File: src/rtl/ir_queue_pkg.sv
// Shared lc3b datapath types used by the instruction queue and its field decoder.
package ir_queue_pkg;

    typedef logic [15:0] lc3b_word;
    typedef logic [3:0]  lc3b_opcode;
    typedef logic [2:0]  lc3b_reg;

    // Instruction fields split out of one lc3b word; offsets already widened to a word.
    typedef struct packed {
        lc3b_opcode opcode;
        lc3b_reg    dest;
        lc3b_reg    src1;
        lc3b_reg    src2;
        logic       imm_mode;
        lc3b_word   offset4;
        lc3b_word   offset5;
        lc3b_word   offset6;
        lc3b_word   offset8;
        lc3b_word   offset9;
        lc3b_word   offset11;
    } lc3b_ir_fields;

    // Keeps the low 'width' bits of raw; the upper bits copy raw[width-1] when sext is set, else 0.
    function automatic lc3b_word ext_field(input lc3b_word raw, input int unsigned width,
                                           input logic sext);
        lc3b_word res;
        res = '0;
        for (int unsigned i = 0; i < 16; i++) begin
            if (i < width)
                res[i] = raw[i];
            else
                res[i] = sext & raw[width-1];
        end
        return res;
    endfunction

endpackage

File: src/rtl/ir_queue_decode.sv
// Combinational splitter turning one lc3b instruction word into its named fields.
module ir_decode
    import ir_queue_pkg::*;
#(
    parameter logic SEXT = 1'b1
) (
    input  lc3b_word      word,
    output lc3b_ir_fields fields
);

    // Slice the word; shift amount and trap vector are never sign-extended.
    always_comb begin
        fields          = '0;
        fields.opcode   = word[15:12];
        fields.dest     = word[11:9];
        fields.src1     = word[8:6];
        fields.src2     = word[2:0];
        fields.imm_mode = word[5];
        fields.offset4  = ext_field(word, 4, 1'b0);
        fields.offset8  = ext_field(word, 8, 1'b0);
        fields.offset5  = ext_field(word, 5, SEXT);
        fields.offset6  = ext_field(word, 6, SEXT);
        fields.offset9  = ext_field(word, 9, SEXT);
        fields.offset11 = ext_field(word, 11, SEXT);
    end

endmodule

File: src/rtl/ir_queue.sv
// Instruction buffer between fetch and decode: FIFO of (word, pc) with a decoded head view.
module ir_queue
    import ir_queue_pkg::*;
#(
    parameter int unsigned DEPTH = 4,
    parameter logic        SEXT  = 1'b1
) (
    input  logic                       clk,
    input  logic                       rst_n,
    input  logic                       flush,
    input  logic                       in_valid,
    output logic                       in_ready,
    input  logic [15:0]                in_word,
    input  logic [15:0]                in_pc,
    output logic                       out_valid,
    input  logic                       out_ready,
    output logic [15:0]                out_pc,
    output logic [3:0]                 opcode,
    output logic [2:0]                 dest,
    output logic [2:0]                 src1,
    output logic [2:0]                 src2,
    output logic                       imm_mode,
    output logic [15:0]                offset4,
    output logic [15:0]                offset8,
    output logic [15:0]                offset5,
    output logic [15:0]                offset6,
    output logic [15:0]                offset9,
    output logic [15:0]                offset11,
    output logic [$clog2(DEPTH+1)-1:0] count
);

    localparam int unsigned PW = $clog2(DEPTH);
    localparam int unsigned CW = $clog2(DEPTH + 1);

    lc3b_word      word_mem [DEPTH];
    lc3b_word      pc_mem   [DEPTH];
    logic [PW-1:0] wr_ptr;
    logic [PW-1:0] rd_ptr;
    logic          push;
    logic          pop;
    lc3b_word      head_word;
    lc3b_ir_fields head_fields;
    lc3b_ir_fields shown;

    // Handshake qualification; fullness and emptiness come from count alone.
    always_comb begin
        in_ready  = (count != CW'(DEPTH)) && !flush;
        out_valid = (count != '0);
        push      = in_valid && in_ready;
        pop       = out_valid && out_ready;
    end

    // Storage write port; contents are don't-care until a push lands.
    always_ff @(posedge clk) begin
        if (push) begin
            word_mem[wr_ptr] <= in_word;
            pc_mem[wr_ptr]   <= in_pc;
        end
    end

    // Pointer and occupancy update; flush overrides any same-cycle push or pop.
    always_ff @(posedge clk or negedge rst_n) begin
        if (!rst_n) begin
            wr_ptr <= '0;
            rd_ptr <= '0;
            count  <= '0;
        end else if (flush) begin
            wr_ptr <= '0;
            rd_ptr <= '0;
            count  <= '0;
        end else begin
            if (push)
                wr_ptr <= wr_ptr + PW'(1);
            if (pop)
                rd_ptr <= rd_ptr + PW'(1);
            if (push && !pop)
                count <= count + CW'(1);
            else if (pop && !push)
                count <= count - CW'(1);
        end
    end

    assign head_word = word_mem[rd_ptr];

    ir_decode #(
        .SEXT (SEXT)
    ) u_decode (
        .word   (head_word),
        .fields (head_fields)
    );

    // Blank every head output while the queue is empty.
    always_comb begin
        shown  = out_valid ? head_fields : '0;
        out_pc = out_valid ? pc_mem[rd_ptr] : '0;
    end

    assign opcode   = shown.opcode;
    assign dest     = shown.dest;
    assign src1     = shown.src1;
    assign src2     = shown.src2;
    assign imm_mode = shown.imm_mode;
    assign offset4  = shown.offset4;
    assign offset8  = shown.offset8;
    assign offset5  = shown.offset5;
    assign offset6  = shown.offset6;
    assign offset9  = shown.offset9;
    assign offset11 = shown.offset11;

endmodule
File: config.mk
export PLATFORM = sky130hd
export DESIGN_NAME = ir_queue
export DESIGN_NICKNAME = d
export VERILOG_FILES = /design/src/rtl/ir_queue_pkg.sv /design/src/rtl/ir_queue_decode.sv /design/src/rtl/ir_queue.sv
export SDC_FILE = /design/constraint.sdc
export NUM_CORES = 1
export LEC_CHECK = 0
export ABC_AREA = 1
export CAP_MARGIN = 20
export CELL_PAD_IN_SITES_DETAIL_PLACEMENT = 0
export CELL_PAD_IN_SITES_GLOBAL_PLACEMENT = 1
export CORE_MARGIN = 1
export CORE_UTILIZATION = 40
export CTS_CLUSTER_SIZE = 24
export DETAILED_ROUTE_END_ITERATION = 7
export PLACE_DENSITY = 0.89
export SLEW_MARGIN = 10
export SYNTH_ARGS = -nofsm -noshare
export SYNTH_HDL_FRONTEND = slang
export SYNTH_SLANG_ARGS = --single-unit
File: constraint.sdc
create_clock -name clk -period 3.75 [get_ports clk]
set_clock_uncertainty 0.05 [all_clocks]
set_input_delay 0.375 -clock clk [delete_from_list [all_inputs] [get_ports clk]]
set_output_delay 0.375 -clock clk [all_outputs]
set_load 0.01 [all_outputs]
==> run metrics, run 1 <==
effective utilization at floorplan 0.417; TritonCTS Buffers 17; first-pass GRT wire length around 20000 um; Worst Setup EP offset11[1]; Initial DRC Count 295; crit-path max FO 49; number of distinct library cells after synthesis 25; vias 4024; Die X approximately 130 um; Max Buffers Root-to-Sink 2; Setup crit end kind output pin; wire length per cell 16.2 um; TritonCTS clock tree done; total chip power 6.67 mW; Hold Fails Final Rpt 0; worst hold path type input port to asynchronous set/reset pin; RSZ-0062 raised after global routing false; Layout Nets 657; sequential cell area roughly 0.0040 sq mm; synthesized instance count 537; clock period minus final worst setup slack 3.37 ns; Core Util, Final 0.531; PostCTS Resize Cnt 0; Hold Slack 0.180 ns; total detailed-routing wirelength around 13000 um; Leak ~2.8 nW; grt total ovfl 0; max-slew violations 0; detailed placer's ending HPWL 8020 um; design area slightly below 0.008 sq mm; Syn Std Cell Area just over 0.006 sq mm; largest net degree at the start of global routing 50; # setup viols final 0; clk_lat worst skew 0.41 ns; Max-Cap Viols 0; router iterations before antenna repair 4; CP startpoint rd_ptr[0]; Tot GR Track Use 0.170; n_diodes 0; sequential fraction of the synthesis area 0.653; vias in the first global route 3788; placed cells a little under 800; post-route ant nets 0; Crit path required time 3.32 ns; slew margin rel. 0.543; reg2reg setup slack 1.75 ns; Max IR drop VDD around 0.38 mV; Pwr Density between 800 and 900 mW/mm^2; count of input and output buffers about 150; routability-driven placement congestion ratio around 0.78; share of cells above drive strength 1 0.0955; # IOs around 170; multi-input logic area 0.00135 sq mm; # hold bufs at CTS 0; yosys warns 0; Die Y about 130 um; reg2reg path depth 10; status complete, no violations; Clock transition at path regs 0.06 ns; crit path DAT 2.94 ns; worst slew pin tran between 0.6 and 0.7 ns; syn_area_per_cell 11.5 sq um; number of remaining DRC errors 0; clk root buf clkbuf_16; area grow syn2layout 27.2%; die area 0.0159 sq mm; Core Region around 0.015 sq mm; # Post-CTS Setup Buffers 0; fin cells 812; WS Path Type flop to output pin; fin crit share 0.897; setup ws final 0.385 ns; Final TNS setup 0 ns; Row Count 44; RR Startpoint count[1]; fmax around 300 MHz; Startpoint Class flop; antenna violations before repair 0; FF+latch count, synth roughly 140; vias per cell between 4 and 5; clock sink total approximately 140; R2R Path End count[2]; dpl cell area 0.00721 sq mm; Fill cells 1235; H-tree depth 4; Setup Slack @ Placement 0.802 ns
worst max-delay path, cell delays in order (launching register included):
cell             delay (ns)
dfrtp_2                0.56
buf_4                  0.52
nor2_1                 0.11
nor2_1                 0.12
o21ai_1                0.08
a21oi_1                0.46
clkdlybuf4s50_1        0.68
layer usage:
layer  wire length (um)  track usage
met1               5390        0.205
met2               6660        0.293
met3                993       0.0497
met4                155       0.0510
met5                  0            0
placed cells by master (no fill, tap or decap), types with 3 or more instances in the layout:
| master | instances |
|---|---|
| nand3_1 | 3 |
| a21oi_1 | 34 |
| edfxtp_1 | 128 |
| o21ai_0 | 16 |
| nor2_1 | 128 |
| clkdlybuf4s50_1 | 147 |
| buf_4 | 11 |
| inv_2 | 4 |
| bufinv_16 | 3 |
| inv_6 | 5 |
| conb_1 | 20 |
| nor2_4 | 5 |
| ha_1 | 4 |
| nand2_1 | 15 |
| clkbuf_16 | 17 |
| dfrtp_1 | 6 |
| inv_1 | 12 |
| o21ai_1 | 50 |
cells by family after synthesis:
kind of cell    synth area share
compound gates            0.0853
buf+inv                    0.145
simple gates               0.104
xor+xnor                 0.00142
other cells             0.000609
flops                      0.653
fa+ha+maj                 0.0114
cells in the mapped netlist (all sizes together):
| library cell | instances | area (sq um) |
|---|---|---|
| dfrtp | 7 | 175 |
| nand4 | 1 | 6.26 |
| ha | 4 | 50.1 |
| nand3 | 5 | 35.0 |
| conb | 1 | 3.75 |
| xnor2 | 1 | 8.76 |
| inv | 16 | 60.1 |
| nor2 | 134 | 513 |
| fa | 1 | 20.0 |
| o21ai | 66 | 330 |
| o21bai | 1 | 7.51 |
| buf | 108 | 793 |
| nand2 | 18 | 85.1 |
| a21oi | 36 | 188 |
| edfxtp | 128 | 3840 |
| clkbuf | 10 | 37.5 |
how the worst min path moves through the flow:
stage / to / start / slack (ns)
global route: count[0] / rst_n / 0.19
floorplan: count[0] / rst_n / 0.03
CTS: count[0] / rst_n / 0.18
finish: count[1] / rst_n / 0.18
global placement: wr_ptr[0] / wr_ptr[0] / 0.49
detailed placement: wr_ptr[1] / wr_ptr[1] / 0.51
cell type report:
type,count,share of cell area
Inverter,16,0.00767
Clock inverter,14,0.0241
Tap cell,184,0.0294
Sequential cell,135,0.513
Clock buffer,18,0.0548
Multi-Input combinational cell,287,0.172
Timing Repair Buffer,158,0.198
registers in the layout, summed over array words and instances, names as in the netlist:
name,count
rd_ptr,2
count,3
wr_ptr,2
pc_mem,64
word_mem,64
where the power goes:
part           internal, mW  switching (mW)  leakage, nW
sequential             1.77          0.0736         1.25
clock                  1.07           0.659        0.296
combinational          1.58            1.52         1.22
Power figures use the tool's default switching activity.
==> inputs of run 2 (changes only) <==
Settings changed: ABC_AREA 1 to default, CORE_UTILIZATION 40 to 36, PLACE_DENSITY 0.89 to 0.81.
Clock period 3.75 ns to 2.75 ns, I/O delays scaled along.
==> run 2 against run 1 <==
Against the previous run: final cell count down 17%; via count down 25%; worst setup slack worse by 0.27 ns; critical path type unchanged; critical endpoint is now opcode[3]; highest routed layer unchanged.
==> run metrics, run 2 <==
Core Util, Final 0.475; worst hold path type input port to asynchronous set/reset pin; FF+latch count, synth 135; vias ~3000; routability-driven placement congestion ratio 0.706; Die X 132 um; number of remaining DRC errors 0; area grow syn2layout 29.8%; biggest regs pc_mem (64), word_mem (64), count (3); sequential cell area 0.00402 sq mm; Max IR drop VDD 0.432 mV; RSZ-0062 raised after global routing false; TritonCTS Buffers 17; clock sink total 135; vias in the first global route 3071; largest family of logic cells by synthesized area buffers and inverters; Syn Std Cell Area slightly above 0.006 sq mm; fmax 379 MHz; synthesized instance count 349; yosys warns 0; Core Region 0.0165 sq mm; adder-cell share of the synthesized area 0.0116; met1 wire length about 4500 um; Synth Area in Compound Gates 0.00393; multi-input logic area 0.00131 sq mm; Leak 2.64 nW; post-synth top area share 0.635; count of input and output buffers between 100 and 150; commonest non-fill, non-tap cell in the layout clkdlybuf4s50_1; Hold Fails Final Rpt 0; n_diodes 0; wire length per cell 16.3 um; total detailed-routing wirelength 11000 um; Post-Synth Simple-Gate Area 0.0556; crit path DAT 2.31 ns; sequential fraction of the synthesis area 0.664; status complete, no violations; Crit path required time about 2.4 ns; XOR/XNOR share of the synthesized area 0.00558; Layout Nets 484; Most used DFF post-synth edfxtp_1; # IOs 168; Final TNS setup 0 ns; CP startpoint rd_ptr[0]; fin crit share 0.958; async set or reset register ratio after synthesis 0.0519; multiplexer share of the synthesized area 0.126; detailed placer's ending HPWL 7170 um; first-pass GRT wire length between 15000 and 20000 um; met2 wire length roughly 5800 um; max-slew violations 0; most frequent cell after synthesis edfxtp_1; die area 0.0173 sq mm; clk_lat worst skew ~0.41 ns; dpl cell area a little over 0.007 sq mm; # Post-CTS Setup Buffers 0; wire length on met3 569 um; Max Buffers Root-to-Sink 2; H-tree depth 4; most frequent cells in the layout clkdlybuf4s50_1, edfxtp_1, mux4_2; syn_area_per_cell 17.3 sq um; Setup crit end kind output pin; share of cells above drive strength 1 0.189; Startpoint Class flop; Clock transition at path regs 0.05 ns; Row Count 47; vias per cell ~4.5; design area a little under 0.008 sq mm; post-route ant nets 0; Max-Cap Viols 0; largest net degree at the start of global routing 22; Tot GR Track Use 0.135; number of distinct library cells after synthesis 29; # hold bufs at CTS 0; Initial DRC Count approximately 150; Commonest cells post-synth edfxtp_1, buf_4, and2_1; WS Path Type flop to output pin; antenna violations before repair 0; clk root buf clkbuf_16; clock period minus final worst setup slack about 2.6 ns; TritonCTS clock tree done; top layer in use met4; router iterations before antenna repair 4; Synth area leaders edfxtp_1, buf_4, mux4_2; grt total ovfl 0; Fill cells around 1400; crit-path max FO 19; effective utilization at floorplan 0.366; # setup viols final 0; Pwr Density 1030 mW/mm^2; total chip power 8.10 mW; number of synthesized flops with an enable pin 128; Die Y 132 um; RR Startpoint count[1]; reg2reg path depth 7; cell taking the most area after synthesis edfxtp_1
==> run 2: worst max-delay path: stages, from the launching register on <==
cell and delay [ns]:
dfrtp_2 0.39, buf_6 0.28, mux4_2 0.58, and2_1 0.18, clkdlybuf4s50_1 0.48
==> run 2: area by class of cell <==
| class | instances | share of cell area |
|---|---|---|
| repair buffers | 163 | 0.205 |
| clock buffers | 20 | 0.0556 |
| well taps | 220 | 0.0351 |
| clock inverters | 11 | 0.0229 |
| flip-flops and latches | 135 | 0.512 |
| inverters | 4 | 0.00191 |
| multi-input cells | 121 | 0.167 |
==> run 2: cells by family after synthesis <==
logic type      count (synthesis)
simple gates                   54
compound gates                  3
buf+inv                       112
mux                            36
xor+xnor                        3
flops                         135
other cells                     1
fa+ha+maj                       5
==> run 2: metrics by stage <==
stage / std cells / hold WS, ns / setup WS (ns)
finish: 674 / 0.0948 / 0.115
detailed placement: 643 / 0.539 / 0.352
floorplan: 368 / -0.0706 / 0.484
global placement: 643 / 0.529 / 0.351
global route: 674 / 0.121 / 0.00999
CTS: 674 / 0.0878 / 0.0217
==> run 2: path summary, 6_finish.rpt <==
check | to | slack, ns
worst max-delay path | opcode[3] | 0.11
worst min-delay path | count[2] | 0.09
worst max register to register | count[2] | 0.60
worst min register to register | wr_ptr[1] | 0.58
max in group asynchronous | rd_ptr[1] | 2.25
min in group clk | pc_mem[3][9] | 0.45
==> run 2: repair_timing <==
action,CTS,global route
hold endpoints to repair,0,0
gates resized for setup,5,3
endpoints found under the setup margin,42,21
==> run 2: routing by layer <==
layer | track usage | up-vias
li1 | - | 1358
met1 | 0.151 | 1510
met2 | 0.237 | 141
met3 | 0.0405 | 15
met4 | 0.0601 | 0
met5 | 0 | -
==> run 2: report_power, final <==
group	internal, mW	switching, mW
clock network	1.59	0.775
registers	2.42	0.0727
logic	1.90	1.35
total	5.90	2.20
==> inputs of run 3 (changes only) <==
Settings changed: SLEW_MARGIN 10 to default.
==> results of run 3 <==
Same layout as run 2: the final DEF is identical, and so are final timing and power.
